**src/rtl/camera_pkg.sv**
```systemverilog
// Shared types and constants for the DVP capture front end.
package camera_pkg;

    typedef enum logic [2:0] {
        IDLE    = 3'd0,
        SYNC    = 3'd1,
        CAPTURE = 3'd2,
        DONE    = 3'd3,
        ERROR   = 3'd4
    } state_t;

    localparam logic [1:0] ERR_NONE  = 2'd0;
    localparam logic [1:0] ERR_LINE  = 2'd1;
    localparam logic [1:0] ERR_FRAME = 2'd2;
    localparam logic [1:0] ERR_OVF   = 2'd3;

    localparam logic FMT_RGB565 = 1'b0;
    localparam logic FMT_RAW8   = 1'b1;

endpackage

```
**src/rtl/camera_capture_pack_if.sv**
```systemverilog
// Write-side bus from the capture block into the DDR write FIFO.
// out_wren is a one-cycle strobe carrying out_data/out_sof/out_eol; the FIFO
// must hold fifo_ready high in every strobe cycle, a strobe seen with
// fifo_ready low is still issued but counts as an overflow.
interface camera_capture_pack_if #(
    parameter int OUT_W = 64
);
    logic [OUT_W-1:0] out_data;
    logic             out_wren;
    logic             out_sof;
    logic             out_eol;
    logic             fifo_ready;

    modport master (output out_data, out_wren, out_sof, out_eol, input fifo_ready);
    modport slave  (input out_data, out_wren, out_sof, out_eol, output fifo_ready);
endinterface

```
**src/rtl/camera_capture_pack_byte_packer.sv**
```systemverilog
// Shifts sensor bytes MSB-first into an OUT_W word and strobes the word
// out one cycle after its last byte arrives.
module byte_packer #(
    parameter int OUT_W = 64
) (
    input  logic             clk,
    input  logic             rst,
    input  logic             shift_en,
    input  logic             flush,
    input  logic [7:0]       byte_in,
    output logic             word_done,
    output logic [OUT_W-1:0] word,
    output logic             word_wr
);
    localparam int BPW  = OUT_W / 8;
    localparam int CW   = $clog2(BPW);
    localparam int SH_W = OUT_W - 8;

    logic [SH_W-1:0] sh_q;
    logic [CW-1:0]   cnt_q;

    assign word_done = shift_en && !flush && (cnt_q == CW'(BPW - 1));

    always_ff @(posedge clk or posedge rst) begin
        if (rst) begin
            sh_q    <= '0;
            cnt_q   <= '0;
            word    <= '0;
            word_wr <= 1'b0;
        end else begin
            word_wr <= 1'b0;
            if (flush) begin
                cnt_q <= '0;
            end else if (shift_en) begin
                if (word_done) begin
                    word    <= {sh_q, byte_in};
                    word_wr <= 1'b1;
                    cnt_q   <= '0;
                end else begin
                    // oldest byte drops off the top once the word is full
                    sh_q  <= SH_W'({sh_q, byte_in});
                    cnt_q <= cnt_q + CW'(1);
                end
            end
        end
    end
endmodule

```
**src/rtl/camera_capture_pack.sv**
```systemverilog
// DVP capture: frame sync FSM, line/frame geometry checks and pixel-to-word
// packing toward the DDR write FIFO.
module camera_capture_pack
    import camera_pkg::*;
#(
    parameter int IMG_W     = 640,
    parameter int IMG_H     = 480,
    parameter int OUT_W     = 64,
    parameter bit VSYNC_POL = 1'b1,
    parameter bit HREF_POL  = 1'b1
) (
    input  logic                         camera_pclk,
    input  logic                         rst,
    input  logic                         cap_en,
    input  logic                         fmt,
    input  logic                         frame_ack,
    input  logic                         camera_href,
    input  logic                         camera_vsync,
    input  logic [7:0]                   camera_data,
    camera_capture_pack_if.master        fifo,
    output logic                         frame_complete,
    output logic                         frame_err,
    output logic [1:0]                   err_code,
    output logic [$clog2(IMG_H+1)-1:0]   line_cnt,
    output state_t                       state_dbg
);
    localparam int BPW  = OUT_W / 8;
    localparam int LC_W = $clog2(IMG_H + 1);
    localparam int LB_W = $clog2(2 * IMG_W + 2);

    if ((OUT_W % 16) != 0 || OUT_W > 128 || (IMG_W % BPW) != 0 || ((2 * IMG_W) % BPW) != 0) begin : g_bad_geometry
        $error("camera_capture_pack: IMG_W/OUT_W combination cannot pack whole lines");
    end

    state_t            state_q, state_d;
    logic              fmt_q, first_q, ack_pend_q, sof_q, eol_q, fc_q, err_q;
    logic [1:0]        err_code_q;
    logic [LC_W-1:0]   line_cnt_q;
    logic [LB_W-1:0]   line_bytes_q, bpl;
    logic              vs_act, hr_act, ovf, line_open, byte_ok, last_byte, final_word;
    logic              line_end, line_bad, shift_en, flush, word_done, pk_wr;
    logic [OUT_W-1:0]  pk_word;

    assign vs_act     = (camera_vsync == VSYNC_POL);
    assign hr_act     = (camera_href == HREF_POL);
    assign bpl        = (fmt_q == FMT_RAW8) ? LB_W'(IMG_W) : LB_W'(2 * IMG_W);
    assign ovf        = pk_wr && !fifo.fifo_ready;
    assign line_open  = (line_bytes_q != '0);
    assign byte_ok    = hr_act && (line_bytes_q < bpl);
    assign last_byte  = byte_ok && (line_bytes_q == bpl - LB_W'(1));
    assign final_word = last_byte && (line_cnt_q == LC_W'(IMG_H - 1));
    assign line_end   = !hr_act && line_open;
    assign line_bad   = line_end && (line_bytes_q != bpl);

    always_ff @(posedge camera_pclk or posedge rst) begin
        if (rst) state_q <= IDLE;
        else     state_q <= state_d;
    end

    // Priority inside CAPTURE: overflow, then finishing the frame, then
    // early vsync, then a bad line length.
    always_comb begin
        state_d = state_q;
        case (state_q)
            IDLE:    if (cap_en && fifo.fifo_ready && vs_act) state_d = SYNC;
            SYNC:    if (!vs_act) state_d = CAPTURE;
            CAPTURE: begin
                if (ovf)             state_d = ERROR;
                else if (final_word) state_d = DONE;
                else if (vs_act)     state_d = ERROR;
                else if (line_bad)   state_d = ERROR;
            end
            DONE: begin
                if (ovf) state_d = ERROR;
                else if ((frame_ack || ack_pend_q) && vs_act)
                    state_d = (cap_en && fifo.fifo_ready) ? SYNC : IDLE;
            end
            ERROR:   if (vs_act) state_d = IDLE;
            default: state_d = IDLE;
        endcase
    end

    always_comb begin
        shift_en = 1'b0;
        flush    = 1'b1;
        if (state_q == CAPTURE) begin
            flush    = line_end;
            shift_en = byte_ok && (state_d != ERROR);
        end
    end

    always_ff @(posedge camera_pclk or posedge rst) begin
        if (rst) begin
            fmt_q        <= FMT_RGB565;
            first_q      <= 1'b0;
            ack_pend_q   <= 1'b0;
            sof_q        <= 1'b0;
            eol_q        <= 1'b0;
            fc_q         <= 1'b0;
            err_q        <= 1'b0;
            err_code_q   <= ERR_NONE;
            line_cnt_q   <= '0;
            line_bytes_q <= '0;
        end else begin
            sof_q <= 1'b0;
            eol_q <= 1'b0;
            if (state_d == SYNC && state_q != SYNC) begin
                fmt_q        <= fmt;
                first_q      <= 1'b1;
                ack_pend_q   <= 1'b0;
                fc_q         <= 1'b0;
                err_q        <= 1'b0;
                err_code_q   <= ERR_NONE;
                line_cnt_q   <= '0;
                line_bytes_q <= '0;
            end
            if (state_q == CAPTURE) begin
                if (shift_en) begin
                    line_bytes_q <= line_bytes_q + LB_W'(1);
                    sof_q        <= word_done && first_q;
                    eol_q        <= last_byte;
                    if (word_done) first_q <= 1'b0;
                    // the last line is counted on its final byte so the
                    // completion flag lines up with the final strobe
                    if (final_word) begin
                        line_cnt_q <= line_cnt_q + LC_W'(1);
                        fc_q       <= 1'b1;
                    end
                end else if (hr_act && line_bytes_q == bpl) begin
                    line_bytes_q <= bpl + LB_W'(1);
                end else if (line_end && !line_bad && state_d == CAPTURE) begin
                    line_cnt_q   <= line_cnt_q + LC_W'(1);
                    line_bytes_q <= '0;
                end
            end
            if (state_q == DONE) begin
                ack_pend_q <= ack_pend_q | frame_ack;
                if (state_d != DONE) begin
                    fc_q       <= 1'b0;
                    ack_pend_q <= 1'b0;
                end
            end
            if (state_d == ERROR && state_q != ERROR) begin
                err_q      <= 1'b1;
                fc_q       <= 1'b0;
                err_code_q <= ovf ? ERR_OVF : (vs_act ? ERR_FRAME : ERR_LINE);
            end
        end
    end

    byte_packer #(.OUT_W(OUT_W)) u_packer (
        .clk       (camera_pclk),
        .rst       (rst),
        .shift_en  (shift_en),
        .flush     (flush),
        .byte_in   (camera_data),
        .word_done (word_done),
        .word      (pk_word),
        .word_wr   (pk_wr)
    );

    assign fifo.out_data   = pk_word;
    assign fifo.out_wren   = pk_wr;
    assign fifo.out_sof    = sof_q;
    assign fifo.out_eol    = eol_q;
    assign frame_complete  = fc_q;
    assign frame_err       = err_q;
    assign err_code        = err_code_q;
    assign line_cnt        = line_cnt_q;
    assign state_dbg       = state_q;
endmodule

```
**src/flat_wrapper.sv**
```systemverilog
// flat-port wrapper written by rule: the top's interface ports become plain ports
module camera_capture_pack_flat import camera_pkg::*;
#(
    parameter int IMG_W     = 640,
    parameter int IMG_H     = 480,
    parameter int OUT_W     = 64,
    parameter bit VSYNC_POL = 1'b1,
    parameter bit HREF_POL  = 1'b1
)
  (camera_pclk, rst, cap_en, fmt, frame_ack, camera_href, camera_vsync, camera_data, frame_complete, frame_err, err_code, line_cnt, state_dbg, fifo_out_data, fifo_out_wren, fifo_out_sof, fifo_out_eol, fifo_fifo_ready);
  camera_capture_pack_if #(.OUT_W(OUT_W)) fifo_i ();
  input  logic camera_pclk;
  input  logic rst;
  input  logic cap_en;
  input  logic fmt;
  input  logic frame_ack;
  input  logic camera_href;
  input  logic camera_vsync;
  input  logic [7:0] camera_data;
  output logic frame_complete;
  output logic frame_err;
  output logic [1:0] err_code;
  output logic [$clog2(IMG_H+1)-1:0] line_cnt;
  output state_t state_dbg;
  output wire logic [$bits(fifo_i.out_data)-1:0] fifo_out_data;
  output wire logic [$bits(fifo_i.out_wren)-1:0] fifo_out_wren;
  output wire logic [$bits(fifo_i.out_sof)-1:0] fifo_out_sof;
  output wire logic [$bits(fifo_i.out_eol)-1:0] fifo_out_eol;
  input wire logic [$bits(fifo_i.fifo_ready)-1:0] fifo_fifo_ready;
  assign fifo_out_data = fifo_i.out_data;
  assign fifo_out_wren = fifo_i.out_wren;
  assign fifo_out_sof = fifo_i.out_sof;
  assign fifo_out_eol = fifo_i.out_eol;
  assign fifo_i.fifo_ready = fifo_fifo_ready;
  camera_capture_pack #(.IMG_W(IMG_W), .IMG_H(IMG_H), .OUT_W(OUT_W), .VSYNC_POL(VSYNC_POL), .HREF_POL(HREF_POL)) u_core (.camera_pclk(camera_pclk), .rst(rst), .cap_en(cap_en), .fmt(fmt), .frame_ack(frame_ack), .camera_href(camera_href), .camera_vsync(camera_vsync), .camera_data(camera_data), .fifo(fifo_i), .frame_complete(frame_complete), .frame_err(frame_err), .err_code(err_code), .line_cnt(line_cnt), .state_dbg(state_dbg));
endmodule
```
**config.mk**
```make
export PLATFORM = sky130hd
export DESIGN_NAME = camera_capture_pack_flat
export DESIGN_NICKNAME = d
export VERILOG_FILES = /design/src/rtl/camera_pkg.sv /design/src/rtl/camera_capture_pack_if.sv /design/src/rtl/camera_capture_pack_byte_packer.sv /design/src/rtl/camera_capture_pack.sv /design/src/flat_wrapper.sv
export SDC_FILE = /design/constraint.sdc
export NUM_CORES = 1
export LEC_CHECK = 0
export ABC_AREA = 0
export ABC_CLOCK_PERIOD_IN_PS = 5410
export BUFFER_PORTS_ARGS = -buffer_cell sky130_fd_sc_hd__buf_2
export CAP_MARGIN = 20
export CORE_ASPECT_RATIO = 1.1
export CORE_UTILIZATION = 30
export DETAILED_ROUTE_END_ITERATION = 8
export PLACE_DENSITY = 0.52
export SLEW_MARGIN = 20
export SYNTH_ARGS = -nofsm -noshare
export SYNTH_HDL_FRONTEND = slang
export SYNTH_SLANG_ARGS = --single-unit
```
**constraint.sdc**
```tcl
create_clock -name camera_pclk -period 5.41 [get_ports camera_pclk]
set_input_delay 1.082 -clock camera_pclk [delete_from_list [all_inputs] [get_ports camera_pclk]]
set_output_delay 1.082 -clock camera_pclk [all_outputs]
set_load 0.005 [all_outputs]
```
After elaboration in Yosys (flattened, before gate mapping)
Index checks and enable logic that the tools add are counted.
{"block": "op_classes", "n_addsub": 5, "n_lt_le_gt_ge": 1, "n_eq_ne": 16, "muxes": 54, "n_bitwise": 3, "n_reduce_logical": 30}
{"op": "$mux W11", "n": 6}
{"op": "$mux W9", "n": 6}
{"op": "$mux W3", "n": 12}
{"op": "$mux W1", "n": 25}
{"op": "$add A11 B1 Y11 const B", "n": 2}
{"op": "$eq A11 B11 Y1", "n": 2}
{"op": "$logic_and A1 B1 Y1", "n": 18}
{"op": "$pmux W3 S5", "n": 1}
{"op": "$lt A11 B11 Y1", "n": 1}
{"op": "$ne A11 B11 Y1", "n": 1}
{"op": "$reduce_bool A11 Y1", "n": 1}
{"op": "$sub A11 B1 Y11 const B", "n": 1}
{"op": "$add A9 B1 Y9 const B", "n": 1}
{"op": "$eq A3 B2 Y1 const B", "n": 3}
{"op": "$eq A3 B3 Y1 const B", "n": 3}
{"op": "$eq A9 B9 Y1 const B", "n": 1}
{"op": "$mux W2", "n": 4}
{"op": "$eq A3 B1 Y1 const B", "n": 2}
{"op": "$ne A3 B3 Y1 const B", "n": 2}
{"op": "$reduce_and A3 Y1", "n": 2}
{"op": "$reduce_bool A2 Y1", "n": 3}
{"op": "$logic_not A1 Y1", "n": 4}
{"op": "$add A3 B1 Y3 const B", "n": 1}
{"op": "$logic_not A3 Y1", "n": 1}
{"op": "5 further kinds", "n": 6}
{"block": "word_totals", "regBits": 156, "inputBits": 16, "output_inout_bits": 83, "wordCells": 124}

Logic depth before layout (Yosys ltp)
Gate-level depths: netlist of the first run.
{"block": "depth", "word_depth": 17, "depth_mapped": 11, "ltp_nobuf": 9}

Cells and area by module
From an unflattened synthesis of the first run, not the netlist that was laid out.
{"block": "unflattened", "cells_unflattened": 509, "hier_area_um2": 6771.5}
{"mod": "byte_packer", "n_inst": 1, "cells_per_inst": 272, "area_each_um2": 4665.7, "seq_area_each_um2": 3103.0}
{"mod": "camera_capture_pack", "n_inst": 1, "cells_per_inst": 237, "area_each_um2": 2105.8, "seq_area_each_um2": 800.8}

Least setup slack after synthesis of the first run
No wires, ideal clock.
{"block": "synth_timing", "path_kind": "input port to flip-flop", "from": "input port frame_ack", "to": "register u_core.line_cnt_q[5], in the netlist u_core.line_cnt[5]", "setup_time_ns": 0.129, "t_arrival_ns": 2.773, "required_time_ns": 5.281, "slack_ns": 2.509, "stages": 8, "n_path_buf": 1, "cell_sequence": "o21a_1 -> o21a_1 -> or3b_2 -> a31oi_1 -> buf_2 -> nand2_1 -> a221oi_1 -> a21oi_1"}
{"block": "synth_via", "elab_chain_cells": 12, "word_cells_on_any_way": 18, "classes_between": "eq/ne: 3; mux: 10; reduce/logical: 5"}
{"element": "start, declared", "line": "flat_wrapper.sv:16", "source": "input logic frame_ack;"}
{"element": "$logic_or A1 B1 Y1 *", "line": "camera_capture_pack.sv:75", "source": "else if ((frame_ack || ack_pend_q) && vs_act)"}
{"element": "$logic_and A1 B1 Y1 *", "line": "camera_capture_pack.sv:75"}
{"element": "$mux W3 *", "line": "camera_capture_pack.sv:75"}
{"element": "$mux W3 *", "line": "camera_capture_pack.sv:74", "source": "if (ovf) state_d = ERROR;"}
{"element": "$pmux W3 S5 *", "line": "camera_capture_pack.sv:64", "source": "case (state_q)"}
{"element": "$eq A3 B1 Y1", "line": "camera_capture_pack.sv:107", "source": "if (state_d == SYNC && state_q != SYNC) begin"}
{"element": "$logic_and A1 B1 Y1", "line": "camera_capture_pack.sv:107"}
{"element": "$mux W9", "line": "camera_capture_pack.sv:107"}
{"element": "$mux W9", "line": "camera_capture_pack.sv:131", "source": "end else if (line_end && !line_bad && state_d == CAPTURE) begin"}
{"element": "$mux W9", "line": "camera_capture_pack.sv:129", "source": "end else if (hr_act && line_bytes_q == bpl) begin"}
{"element": "$mux W9", "line": "camera_capture_pack.sv:118", "source": "if (shift_en) begin"}
{"element": "$mux W9 *", "line": "camera_capture_pack.sv:117", "source": "if (state_q == CAPTURE) begin"}
{"element": "end signal, assigned", "line": "camera_capture_pack.sv:126", "source": "line_cnt_q <= line_cnt_q + LC_W'(1);"}
{"element": "end signal, assigned", "line": "camera_capture_pack.sv:132", "source": "line_cnt_q <= line_cnt_q + LC_W'(1);"}
{"element": "end, declared", "line": "camera_capture_pack.sv:38", "source": "logic [LC_W-1:0] line_cnt_q;"}
Every way passes the cells marked *; elsewhere a longest branch is shown, timed or not.
A chain may end at the register's enable or synchronous reset.

Worst setup path after layout of the first run
{"block": "layout_timing", "from": "register u_core.line_bytes_q[0]", "to": "register u_core.u_packer.sh_q[25]"}
{"block": "layout_via", "elab_chain_cells": 15, "word_cells_on_any_way": 24, "classes_between": "order compare: 1; eq/ne: 3; mux: 7; bitwise: 2; reduce/logical: 11"}
{"element": "start, declared", "line": "camera_capture_pack.sv:39", "source": "logic [LB_W-1:0] line_bytes_q, bpl;"}
{"element": "start signal, assigned", "line": "camera_capture_pack.sv:119", "source": "line_bytes_q <= line_bytes_q + LB_W'(1);"}
{"element": "start signal, assigned", "line": "camera_capture_pack.sv:130", "source": "line_bytes_q <= bpl + LB_W'(1);"}
{"element": "branches (longest 14 deep; another with $lt A11 B11 Y1)"}
{"element": "$reduce_and A3 Y1 (no line) *"}
{"element": "end signal, assigned", "line": "camera_capture_pack_byte_packer.sv:41", "source": "sh_q <= SH_W'({sh_q, byte_in});"}
{"element": "end, declared", "line": "camera_capture_pack_byte_packer.sv:19", "source": "logic [SH_W-1:0] sh_q;"}
Mark *: on every way between the ends.

==> flow_metrics.env, run 1 <==
export IMPL_status="finished clean"
export IMPL_ioPinCount=99
export IMPL_setup_viol=0
export IMPL_pwr_share_seq_pct=44.6
export IMPL_die_y_um=158
export IMPL_vdd_drop_max_mv=0.215
export IMPL_die_area_sq_um=22900
export IMPL_synthAdderAreaFrac_pct=1.69
export IMPL_use_met3_pct=3.94
export IMPL_dp_cells=881
export IMPL_cts_resized=0
export IMPL_path_cells="ha_1, and3_1, and4_1, nand3_1, a2111o_1, nor2_4, buf_4, mux2_2"
export IMPL_clockPowerShare_pct=35.7
export IMPL_syn_avg_cell_area_sq_um=13.3
export IMPL_synthMuxAreaShare_pct=20.4
export IMPL_row_count=56
export IMPL_reg2reg_slack_ns=1.73
export IMPL_critPathTopFamily="simple AND/OR/NAND/NOR gates"
export IMPL_cts_hold_buffers=0
export IMPL_start_util_pct=30.9
export IMPL_synth_seq_cells=156
export IMPL_grt_busiest_layer="met2"
export IMPL_synth_top_area_share_pct=58.5
export IMPL_synthesis_area_sq_um=6680
export IMPL_final_antenna_net_count=0
export IMPL_finalClockSkew_ns=0.00956
export IMPL_firstDrtPassIters=4
export IMPL_grt_use_total_pct=14.1
export IMPL_syn_nets=528
export IMPL_hold_violations=0
export IMPL_stdcell_count=913
export IMPL_synth_most_common_cell="dfrtp_1"
export IMPL_hold_class="reg -> reg"
export IMPL_htreeDepth=4
export IMPL_endpoint="u_core.u_packer.sh_q[25]"
export IMPL_fin_crit_ns=3.68
export IMPL_gp_congestion=0.845
export IMPL_synth_main_ff_cell="dfrtp_1"
export IMPL_drive_above_1_share_pct=39.2
export IMPL_fmaxAchievable_mhz=272
export IMPL_yosys_area_share_simple_pct=8.84
export IMPL_synth_top_family_by_area="multiplexers"
export IMPL_rsz0062_at_grt="false"
export IMPL_worst_path_buf_inv=1
export IMPL_antenna_found_initial=1
export IMPL_crit_fanout=21
export IMPL_crit_arrival_ns=4.00
export IMPL_yosysWarningCount=0
export IMPL_cp_end_kind="register"
export IMPL_numPortBuffers=98
export IMPL_slowest_stage="a2111o_1"
export IMPL_clk_latency_ns=0.43
export IMPL_yosysTopAreaCell="dfrtp_1"
export IMPL_internal_power_uw=2180
export IMPL_grt_pass1_wl_mm=24.4
export IMPL_pwr_share_comb_pct=19.6
export IMPL_ys_types=52
export IMPL_cts_setup_buffers=0
export IMPL_hpwl_mm=10.4
export IMPL_reg2reg_to="u_core.u_packer.sh_q[25]"
export IMPL_routedWlPerCell_um=16.5
export IMPL_crit_cells=8
export IMPL_startpoint_type="register"
export IMPL_drc=0
export IMPL_ctsRootBufferMaster="clkbuf_16"
export IMPL_use_met2_pct=22.8
export IMPL_worstHoldStart="u_core.u_packer.word[39]"
export IMPL_fp_dieW_um=144
export IMPL_p_leak_uw=0.00417
export IMPL_slew_viol_final=0
export IMPL_tns_ns=0
export IMPL_use_met1_pct=17.8
export IMPL_rr_worst_depth=8
export IMPL_worst_pin_slew_ns=1.03
export IMPL_grt_pass1_vias=4548
export IMPL_maxCapViolCount=0
export IMPL_worstReg2RegStart="u_core.line_bytes_q[0]"
export IMPL_slew_headroom_pct=31.0
export IMPL_power_uw=3180
export IMPL_yosys_top_cells_area="dfrtp_1 58%, mux2_2 15%, mux2_1 5.1%"
export IMPL_dpl_cell_area_sq_um=7470
export IMPL_core_sq_um=21600
export IMPL_fin_crit_sh_pct=68.1
export IMPL_required_ns=5.72
export IMPL_grt_overflow=0
export IMPL_p_sw_uw=996
export IMPL_vias=4427
export IMPL_power_share_switching_pct=31.4
export IMPL_synthXorXnorAreaFrac_pct=0.393
export IMPL_worst_setup_path_type="reg -> reg"
export IMPL_clk_pin_slew_ns=0.07
export IMPL_grt_max_degree=85
export IMPL_synth_compound_area_share_pct=7.64
export IMPL_drt_iter0_markers=224
export IMPL_clockBufferDepth=2
export IMPL_max_stage_delay_ns=0.73
export IMPL_synth_edf_count=0
export IMPL_synth_seq_area_share_pct=58.5
export IMPL_p_per_area_nw_per_um2=395
export IMPL_fin_nets=635
export IMPL_syn_inst=503
export IMPL_antenna_cells=0
export IMPL_ys_async_sr_fraction_pct=100
export IMPL_final_area_sq_um=8050
export IMPL_vias_per_cell=4.85
export IMPL_cts_tree="yes"
export IMPL_cts_sinks=156
export IMPL_cts_buffers=17
export IMPL_routed_wirelength_mm=15.1
export IMPL_critPathLaunch="u_core.line_bytes_q[0]"
export IMPL_holdWs_ns=0.483
export IMPL_netlist_top_cells_count="156 x dfrtp_1, 91 x mux2_2, 30 x mux2_1"
export IMPL_area_delta_synth_final_pct=20.5
worst reg2reg max path, stage by stage (launching register included):
cell	delay, ns
dfrtp_1	0.42
ha_1	0.22
and3_1	0.22
and4_1	0.37
nand3_1	0.21
a2111o_1	0.73
nor2_4	0.60
buf_4	0.41
mux2_2	0.38
flip-flops by register name, summed over array words and instances (netlist names), 2 cells and up:
signal and count:
u_core.u_packer.word 64, u_core.u_packer.sh_q 56, u_core.state_dbg 3, u_core.u_packer.cnt_q 3, u_core.line_cnt 9, u_core.line_bytes_q 11
u_core.err_code 2
cell usage in the layout (no fill, tap or decap), types with 11 or more instances in the layout:
master     count
a21oi_1       11
buf_2         98
clkbuf_16     17
dfrtp_1      156
mux2_1        30
mux2_2        91
nand2_1       26
nand3_1       15
nor2_1        22
o21ai_0       20
area by class of cell:
| class | instances | area, sq um |
|---|---|---|
| clock inverter | 14 | 131 |
| inverter | 10 | 42.5 |
| sequential | 156 | 3900 |
| clock buffer | 18 | 429 |
| tap | 290 | 363 |
| multi-input combinational | 318 | 2620 |
| fill | 2144 | 13500 |
| timing repair buffer | 107 | 558 |
power by group through the flow:
stage                     combinational, uW  clock [uW]  sequential, uW
after global placement                  604           0            1440
after CTS                               623        1170            1420
after global routing                    702        1220            1440
after detailed placement                621           0            1440
after floorplan                         478           0            1390
final                                   624        1130            1420
logic make-up (layout without fill, tap and decap cells):
| logic type | after synthesis | after routing |
|---|---|---|
| compound gates | 72 | 72 |
| xor+xnor | 3 | 3 |
| fa+ha+maj | 9 | 9 |
| buf+inv | 29 | 149 |
| flops | 156 | 156 |
| mux | 121 | 121 |
| simple gates | 113 | 113 |
worst min path at each step:
stage	slack (ns)	depth (start not counted)	to
after floorplan	0.46	2	u_core.fifo.out_sof
after global placement	0.46	1	u_core.frame_err
after detailed placement	0.47	1	u_core.u_packer.word[16]
after CTS	0.49	1	u_core.u_packer.word[39]
after global routing	0.51	1	u_core.u_packer.word[33]
final	0.48	1	u_core.u_packer.word[39]
metal layers:
metal / vias to the layer above / share of wire, %
met2: 103 / 48
met5: - / 0
met4: 0 / 1.7
li1: 2046 / -
met1: 2256 / 45
met3: 22 / 4.7
metrics by stage:
step | setup WS, ns | util [%]
6_report | 1.73 | 37.3
5_1_grt | 1.47 | 37.3
4_1_cts | 1.70 | 37.2
3_5_place_dp | 1.51 | 34.6
3_3_place_gp | 1.69 | 34.6
2_1_floorplan | 0.121 | -
Note: power is estimated with default switching activity, not from simulation.
==> run 2: changes to the inputs <==
ABC_CLOCK_PERIOD_IN_PS = 3500   (was 5410)
PLACE_DENSITY = 0.5   (was 0.52)
clock period = 3.5 ns   (was 5.41 ns; I/O delays follow)
==> run 2 against run 1 <==
Net effect: design area grew 0.99%; combinational power grew 57%; setup slack worse by 1.2 ns; sequential power up 55%; largest cell class unchanged.
==> flow_metrics.env, run 2 (synthesis gave the netlist of run 1 again) <==
export IMPL_vias_per_cell=4.80
export IMPL_gp_congestion=0.813
export IMPL_fin_crit_sh_pct=84.5
export IMPL_cts_hold_buffers=0
export IMPL_die_area_sq_um=22900
export IMPL_ioPinCount=99
export IMPL_layout_common_cells="156 x dfrtp_1, 98 x buf_2, 91 x mux2_2, 30 x mux2_1, 26 x nand2_1"
export IMPL_critPathTopFamily="simple AND/OR/NAND/NOR gates"
export IMPL_power_uw=4970
export IMPL_largest_register_ffs=64
export IMPL_htreeDepth=4
export IMPL_reg_largest_list="u_core.u_packer.word: 64 flops, u_core.u_packer.sh_q: 56 flops, u_core.line_bytes_q: 11 flops"
export IMPL_slowest_stage="dfrtp_1"
export IMPL_path_cells="inv_1, ha_1, nand4bb_1, nor2_1, nand3_1, a2111oi_4, nand2_1, inv_2, buf_12, mux2_2"
export IMPL_clk_pin_slew_ns=0.07
export IMPL_max_stage_delay_ns=0.45
export IMPL_clk_latency_ns=0.44
export IMPL_hold_class="in -> async"
export IMPL_worst_setup_path_type="reg -> reg"
export IMPL_setup_viol=0
export IMPL_stdcell_count=918
export IMPL_fin_nets=640
export IMPL_grt_use_total_pct=14.2
export IMPL_ctsRootBufferMaster="clkbuf_16"
export IMPL_vias=4406
export IMPL_required_ns=3.82
export IMPL_worst_path_buf_inv=3
export IMPL_status="finished clean"
export IMPL_final_area_sq_um=8130
export IMPL_crit_fanout=30
export IMPL_crit_arrival_ns=3.27
export IMPL_rsz0062_at_grt="false"
export IMPL_maxCapViolCount=0
export IMPL_p_leak_uw=0.00420
export IMPL_vdd_drop_max_mv=0.325
export IMPL_p_per_area_nw_per_um2=611
export IMPL_drt_iter0_markers=163
export IMPL_cp_end_kind="register"
export IMPL_grt_pass1_vias=4512
export IMPL_tns_ns=0
export IMPL_setup_ws_ns=0.543
export IMPL_firstDrtPassIters=4
export IMPL_slew_viol_final=0
export IMPL_antenna_cells=0
export IMPL_cts_sinks=156
export IMPL_antenna_found_initial=0
export IMPL_slew_headroom_pct=65.7
export IMPL_cts_setup_buffers=0
export IMPL_drive_above_1_share_pct=39.5
export IMPL_numPortBuffers=98
export IMPL_start_util_pct=30.9
export IMPL_hold_violations=0
export IMPL_fp_dieW_um=144
export IMPL_final_antenna_net_count=0
export IMPL_top_register="u_core.u_packer.word"
export IMPL_die_y_um=158
export IMPL_fin_crit_ns=2.96
export IMPL_startpoint_type="register"
export IMPL_cts_tree="yes"
export IMPL_cts_buffers=17
export IMPL_drc=0
export IMPL_grt_max_degree=86
export IMPL_grt_pass1_wl_mm=24.8
export IMPL_cts_resized=0
export IMPL_core_sq_um=21600
export IMPL_hpwl_mm=10.2
export IMPL_worst_pin_slew_ns=0.512
export IMPL_row_count=56
export IMPL_routed_wirelength_mm=14.9
export IMPL_fmaxAchievable_mhz=338
export IMPL_pre_cts_slack_ns=0.519
export IMPL_finalClockSkew_ns=0.0136
export IMPL_grt_overflow=0
export IMPL_dp_cells=886
export IMPL_clockBufferDepth=2
export IMPL_routedWlPerCell_um=16.3
export IMPL_area_delta_synth_final_pct=21.7
export IMPL_mostFrequentLayoutCell="dfrtp_1"
export IMPL_dpl_cell_area_sq_um=7560
==> run 2: layout make-up <==
type                    count  area (sq um)
inverters                  10          41.3
well taps                 290           363
multi-input cells         318          2610
flip-flops and latches    156          3900
clock buffers              17           425
clock inverters            15           143
fillers                  2162         13500
repair buffers            112           646
==> run 2: metal layers <==
metal	vias to the layer above	global-route usage [%]	routed length, um
met2	89	22.6	7090
met1	2237	18.5	6820
li1	2065	-	-
met4	0	5.71	243
met3	15	3.49	783
met5	-	0	0
==> run 2: through the flow <==
stage / hold slack [ns] / util, %
4_1_cts: 0.140 / 37.7
3_3_place_gp: 0.463 / 35.0
2_1_floorplan: 0.460 / -
6_report: 0.158 / 37.7
5_1_grt: 0.146 / 37.7
3_5_place_dp: 0.469 / 35.0
==> run 2: worst paths after layout <==
check,endpoint,start,slack [ns],depth (start not counted)
worst max-delay path,u_core.u_packer.word[58],u_core.line_bytes_q[7],0.54,10
worst min-delay path,u_core.u_packer.word[53],rst,0.16,2
worst max register to register,u_core.u_packer.word[58],u_core.line_bytes_q[7],0.54,10
worst min register to register,u_core.frame_err,u_core.frame_err,0.48,1
max in group asynchronous,u_core.u_packer.sh_q[5],rst,2.67,3
min in group camera_pclk,u_core.frame_err,u_core.frame_err,0.48,1
==> run 2: power breakdown <==
| part | switching (uW) | leakage [uW] | internal [uW] |
|---|---|---|---|
| Sequential | 197 | 0.00215 | 2000 |
| Combinational | 531 | 0.00177 | 449 |
| Clock | 847 | 0.000277 | 946 |
